==> src/rtl/lfsr_rng_gen.sv <==
// Galois LFSR random number generator with seed load, range mapping,
// ready/valid output handshake and a period-detect pulse.
module lfsr_rng_gen #(
   parameter int unsigned        S_WIDTH = 8,
   parameter logic [S_WIDTH-1:0] TAPS    = 8'hB8,
   parameter int unsigned        R_MAX   = 40
) (
   input  logic               clk,
   input  logic               rst_n,
   input  logic               seed_valid_i,
   input  logic [S_WIDTH-1:0] random_seed_i,
   input  logic               clear_i,
   input  logic               en_i,
   input  logic [1:0]         mode_i,
   input  logic               out_ready_i,
   output logic               out_valid_o,
   output logic [S_WIDTH-1:0] rand_o,
   output logic               period_o
);

   typedef enum logic [0:0] {
      IDLE = 1'b0,
      RUN  = 1'b1
   } fsm_t;

   // Scaled range uses only the low byte; the 16-bit product keeps the result in 1..R_MAX.
   function automatic logic [S_WIDTH-1:0] map_sample(input logic [1:0]         mode,
                                                     input logic [S_WIDTH-1:0] ns);
      logic [15:0] prod;
      logic [7:0]  scaled;
      prod   = {8'd0, ns[7:0]} * 16'(R_MAX);
      scaled = prod[15:8] + 8'd1;
      case (mode)
         2'd1:    map_sample = S_WIDTH'(ns[1:0]);
         2'd2:    map_sample = S_WIDTH'(scaled);
         default: map_sample = ns;
      endcase
   endfunction

   fsm_t               fsm_q, fsm_d;
   logic [S_WIDTH-1:0] state_q, state_d;
   logic [S_WIDTH-1:0] seed_q, seed_d;
   logic [S_WIDTH-1:0] rand_q, rand_d;
   logic               valid_q, valid_d;
   logic               period_q, period_d;

   logic               step_s;
   logic [S_WIDTH-1:0] seed_eff_s;
   logic [S_WIDTH-1:0] lfsr_next_s;

   // Step qualification, seed sanitising and the LFSR advance.
   always_comb begin
      step_s = (fsm_q == RUN) && en_i && !seed_valid_i && !clear_i
               && (!valid_q || out_ready_i);
      if (random_seed_i == {S_WIDTH{1'b0}}) begin
         seed_eff_s = S_WIDTH'(1'b1);
      end else begin
         seed_eff_s = random_seed_i;
      end
      // An all-zero state can only arise with a non-primitive mask; recover from the seed.
      if (state_q == {S_WIDTH{1'b0}}) begin
         lfsr_next_s = seed_q;
      end else if (state_q[0]) begin
         lfsr_next_s = (state_q >> 1) ^ TAPS;
      end else begin
         lfsr_next_s = state_q >> 1;
      end
   end

   // Next-state selection: clear beats seed load, seed load beats stepping.
   always_comb begin
      fsm_d    = fsm_q;
      state_d  = state_q;
      seed_d   = seed_q;
      rand_d   = rand_q;
      valid_d  = valid_q;
      period_d = 1'b0;
      if (clear_i) begin
         fsm_d   = IDLE;
         valid_d = 1'b0;
      end else if (seed_valid_i) begin
         fsm_d   = RUN;
         state_d = seed_eff_s;
         seed_d  = seed_eff_s;
         valid_d = 1'b0;
      end else if (step_s) begin
         state_d  = lfsr_next_s;
         rand_d   = map_sample(mode_i, lfsr_next_s);
         valid_d  = 1'b1;
         period_d = (lfsr_next_s == seed_q);
      end else if (valid_q && out_ready_i) begin
         valid_d = 1'b0;
      end else begin
         valid_d = valid_q;
      end
   end

   // State and output registers.
   always_ff @(posedge clk or negedge rst_n) begin
      if (!rst_n) begin
         fsm_q    <= IDLE;
         state_q  <= {S_WIDTH{1'b0}};
         seed_q   <= {S_WIDTH{1'b0}};
         rand_q   <= {S_WIDTH{1'b0}};
         valid_q  <= 1'b0;
         period_q <= 1'b0;
      end else begin
         fsm_q    <= fsm_d;
         state_q  <= state_d;
         seed_q   <= seed_d;
         rand_q   <= rand_d;
         valid_q  <= valid_d;
         period_q <= period_d;
      end
   end

   assign out_valid_o = valid_q;
   assign rand_o      = rand_q;
   assign period_o    = period_q;

endmodule

==> config.mk <==
export PLATFORM = sky130hd
export DESIGN_NAME = lfsr_rng_gen
export DESIGN_NICKNAME = d
export VERILOG_FILES = /design/src/rtl/lfsr_rng_gen.sv
export SDC_FILE = /design/constraint.sdc
export NUM_CORES = 1
export LEC_CHECK = 0
export ABC_AREA = 1
export CAP_MARGIN = 10
export CORE_MARGIN = 5
export CORE_UTILIZATION = 35
export CTS_CLUSTER_DIAMETER = 100
export DETAILED_ROUTE_END_ITERATION = 6
export MAX_ROUTING_LAYER = met4
export SYNTH_ARGS = -nofsm -noshare
export SYNTH_HDL_FRONTEND = slang
export SYNTH_SLANG_ARGS = --single-unit
==> constraint.sdc <==
create_clock -name clk -period 3.32 [get_ports clk]
set_clock_uncertainty 0.15 [all_clocks]
set_input_delay 0.332 -clock clk [delete_from_list [all_inputs] [get_ports clk]]
set_output_delay 0.332 -clock clk [all_outputs]
set_load 0.02 [all_outputs]
# Word-level counts from Yosys, hierarchy flattened

Cells that the tools add are included.

Flip-flop bits (word level): 27
Latch bits: 0
Memory bits (writable): 0
Memory bits (read-only): 0
Output and inout port bits: 10
Memories: 0

$add $sub $neg: 1
Multiply operators: 1
Div/mod/pow operators: 0
Order comparisons: 0
Equality and inequality tests: 3
Shifts and indexed selects: 0
Multiplexer cells: 15
Bitwise operators: 3
Reductions and logical operators: 17

Operators by type and width:

| cell                 | count |
|---|---|
| $mux 8               | 5 |
| $logic_not 8->1      | 2 |
| $pmux 8 s2           | 1 |
| $mul 8x3->11 const B | 1 |
| $mux 1               | 9 |
| $eq 8x8->1           | 1 |
| $add 6x1->7 const B  | 1 |
| $logic_and 1x1->1    | 5 |
| $not 3->4            | 1 |
| $reduce_and 2->1     | 2 |
| $reduce_bool 2->1    | 2 |
| $reduce_bool 4->1    | 1 |
| $logic_not 1->1      | 3 |
| $reduce_and 3->1     | 1 |
| $eq 2x1->1 const B   | 1 |
| $eq 2x2->1 const B   | 1 |
| $not 1->1            | 2 |
| $logic_or 1x1->1     | 1 |

# Longest topological paths before layout

Depth in word-level cells: 7
Mapped depth: 22

# Worst setup path after synthesis

OpenSTA, ideal clock, no wires.

Path kind: reg-to-reg
Start: register state_q[0]
End: register rand_q[4], in the netlist rand_o[4]
Data arrival time: 2.410 ns
Required time: 3.049 ns
Setup slack: 0.638 ns
Stages on the path, launching flop included: 22
Path buffers: 1
Clock period less this slack: 2.682 ns
Path through: dfrtp_1 buf_6 nor2_4 nand2_4 nor2_8 nand2_1 nand2_1 inv_1 nor2_1 ha_1 a21oi_1 nor2_1 nor2_1 nand2_1 nand2_1 nand2_2 inv_1 nand3_1 nor2_1 nor2_1 nand2_1 nand2_1

Longest elaborated chain between the ends: 5
Elaborated cells between the ends (all ways): 6
Classes of those cells: 1 x add/sub; 1 x mul; 3 x mux; 1 x reduce/logical

Ends and longest elaborated chain:

| element                                          | RTL line | RTL |
|---|---|---|
| start, declared                                  | 41       | `logic [S_WIDTH-1:0] state_q, state_d;` |
| start signal, assigned                           | 102      | `state_q <= {S_WIDTH{1'b0}};` |
| start signal, assigned                           | 109      | `state_q <= state_d;` |
| $logic_not 8->1 / $mux 8 (equally long branches) | 61, 63   |  |
| $mux 8 (*)                                       | 61       | `if (state_q == {S_WIDTH{1'b0}}) begin` |
| $mul 8x3->11                                     | 31       | `prod = {8'd0, ns[7:0]} * 16'(R_MAX);` |
| $add 6x1->7                                      | 32       | `scaled = prod[15:8] + 8'd1;` |
| $pmux 8 s2 (*)                                   | 33       | `case (mode)` |
| end signal, assigned                             | 104      | `rand_q <= {S_WIDTH{1'b0}};` |
| end signal, assigned                             | 111      | `rand_q <= rand_d;` |
| end, declared                                    | 43       | `logic [S_WIDTH-1:0] rand_q, rand_d;` |

Mark *: on every way between the ends. The rest lies on a longest branch, timed or not.
A chain may end at the register's enable or synchronous reset.

# Worst setup path in the final report

Start: register state_q[7]
End: register rand_q[1], in the netlist rand_o[1]

Same word-level chain as after synthesis.

==> results.txt <==
Final Hold Fails - 0
number of cells on the critical path - 18
relative slew slack - 0.7623
Clock Path Buffers - 2
Setup CP Type - reg -> reg
register bit total from synthesis - 27
largest net degree at the start of global routing - 28
Nets - 325
filler cell count - 569
Tmin final - 3006 ps
Post-CTS Setup Inserts - 0
cell family with most CP delay - simple AND/OR/NAND/NOR gates
fmax - 332.6 MHz
wire length of the first global-routing pass - 8983 µm
Total GRT Usage - 0.1549
routed vias/inst - 4.973
Worst-Skew Late Latency - 280 ps
HP Class - in -> async
DRT met1 WL - 2475 µm
Multi-input gate area - 1162 µm²
Final Slew Violations - 0
Syn Nets - 293
Synth Area per Inst - 7.433 µm²
nature of the critical path endpoint - flip-flop
worst r2r path cells - 18
CTS tree - done
CP required - 3340 ps
Die Ht - 85.58 µm
gp weighted congestion - 0.9239
Syn Inst Count - 269
total chip power - 0.001644 W
power per cell area - 678.9 nW/µm²
share of layout cells above drive strength 1 - 0.1733
Antenna diodes - 0
crit path DAT - 3030 ps
row cnt - 27
Yosys cell types - 30
outcome - complete, no violations
CTS sink count - 27
Synth Warn # - 0
port bufs - 25
initial antenna violation count - 0
CP Launch Type - flip-flop
wire per inst - 13.62 µm
I/O pins - 26
Initial Utilization - 0.3609
number of global-route vias before repair - 1,872
total gr overflow - 0
H-tree lvl count - 1
cts bufs inserted - 3
leakage power - 1.175 nW
Area Overhead vs Synth - 21.09%
hold_ws - 255.5 ps
Vias - 1,850
Final Cycle Share - 0.9055
largest vdd supply drop - 235.4 µV
Routed Antenna Nets - 0
Finished Core Util - 0.4370
sequential cell area - 676.9 µm²
WL met2 - 2225 µm
MaxCap Viol Count - 0
worst path buffer plus inverter count - 2
Setup Viol. Count Final - 0
Highest Signal Layer - met4
drc violations - 0
Routed met3 length - 274 µm
setup_tns - 0 ps
crit path max fanout - 10
Cell Area, Synth - 1999 µm²
cts repair resizes - 0
max incr delay on CP - 430 ps
unrepaired setup endpoints after global routing - no
clock root buffer - clkbuf_8
Post-CTS Hold Buffers - 0
critical path's slowest cell - dfrtp_1
hpwl dp - 4141 µm
Clk pin slew, worst setup/hold paths - 110 ps
Cell Chain, Critical Path - nor2_1 -> nand2_2 -> nor2_8 -> nand2_1 -> nand2_1 -> inv_1 -> nor2_1 -> nor2_1 -> ha_1 -> nand2_1 -> inv_1 -> nand3_2 -> nand2_2 -> nand2_2 -> nand2_4 -> ha_1 -> a21oi_1 -> a21oi_1
Die W - 85.58 µm
core area - 5540 µm²
Worst Tran Pin Value - 356.1 ps
number of DRC markers in iteration 0 - 149
drt total wl - 5067 µm
die area - 7324 µm²
fraction of the yosys area taken by sequential cells - 0.3379
DR pass1 iterations - 4
## routing by layer
metal  up-vias  global-route usage
li1        941                   -
met1       846              0.2051
met2        54              0.2465
met3         9             0.02017
met4         0             0.04748
met5         -                   -
## flip-flops by register name, indices dropped and copies added (netlist names)
register and count:
state_q 8, seed_q 8, rand_o 8, out_valid_o 1
fsm_q 1, period_o 1
## cell type report
| class | instances | area share |
|---|---|---|
| clock buffers | 3 | 0.01705 |
| inverters | 39 | 0.06047 |
| well taps | 72 | 0.03721 |
| flip-flops and latches | 27 | 0.2796 |
| multi-input cells | 199 | 0.4801 |
| repair buffers | 31 | 0.1220 |
| clock inverters | 1 | 0.003618 |
## kinds of logic after synthesis
group | after synthesis | share of synthesized area
compound gates | 62 | 0.1821
xor+xnor | 3 | 0.01314
fa+ha+maj | 8 | 0.05006
buf+inv | 43 | 0.08448
flops | 27 | 0.3379
simple gates | 126 | 0.3323
## final timing paths
check                        endpoint  slack, ps        from
max in group asynchronous  state_q[0]       2490       rst_n
max reg2reg                 rand_o[1]        310  state_q[7]
min in group clk            rand_o[6]        360   rand_o[6]
max                         rand_o[1]        310  state_q[7]
min reg2reg                 rand_o[6]        360   rand_o[6]
min                        state_q[7]        260       rst_n
## power breakdown
| part | switching, W | total, W | internal (W) |
|---|---|---|---|
| Combinational | 0.000606 | 0.000981 | 0.000375 |
| Clock | 0.000120 | 0.000208 | 0.0000885 |
| Sequential | 0.0000632 | 0.000455 | 0.000391 |
| Total | 0.000789 | 0.00164 | 0.000855 |
## cell usage in the layout, fill, tap and decap left out
cell             instances
o211ai_1                 3
a31o_2                   1
dfrtp_2                  1
nor2_4                   4
or2_2                    1
nor3_1                   2
nand3_1                  8
and3_1                   1
xor2_1                   1
a221oi_1                 2
clkbuf_8                 3
o21ai_0                 21
nor4_1                   1
and2_2                   1
nand2_1                 43
inv_6                    1
nand2_4                  6
nor2_8                   1
a21oi_1                 15
ha_1                     8
inv_1                   39
a22oi_1                  3
nor2_1                  38
nand2_2                 13
a21oi_2                  7
buf_4                    6
o22ai_1                  5
clkdlybuf4s50_1         25
a21o_1                   1
nand3_2                  7
o21ai_1                  4
xnor2_1                  2
dfrtp_1                 26
## through the flow
step / instance area [µm²] / worst slack, ps / instances
3_5_place_dp: 2362 / 145.2 / 368
6_report: 2421 / 313.8 / 372
2_1_floorplan: 1999 / 638.2 / 269
3_3_place_gp: 2362 / 181.4 / 368
5_1_grt: 2421 / 19.29 / 372
4_1_cts: 2412 / 120.0 / 372
## synth_stat cells (all sizes together)
| library cell | count | area (µm²) |
|---|---|---|
| inv | 39 | 146.4 |
| a22oi | 3 | 22.52 |
| nor2 | 43 | 207.7 |
| o22ai | 5 | 31.28 |
| and3 | 1 | 6.260 |
| nand2 | 62 | 310.3 |
| a221oi | 2 | 17.52 |
| nor4 | 1 | 6.260 |
| a21o | 1 | 7.510 |
| o21ai | 25 | 125.1 |
| a31o | 1 | 8.760 |
| nand3 | 15 | 110.1 |
| a21oi | 22 | 128.9 |
| xnor2 | 2 | 17.52 |
| o211ai | 3 | 22.52 |
| clkbuf | 3 | 11.26 |
| and2 | 1 | 7.510 |
| dfrtp | 27 | 675.7 |
| buf | 1 | 11.26 |
| or2 | 1 | 6.260 |
| nor3 | 2 | 10.01 |
| xor2 | 1 | 8.760 |
| ha | 8 | 100.1 |
(Power assumes the default switching activity.)
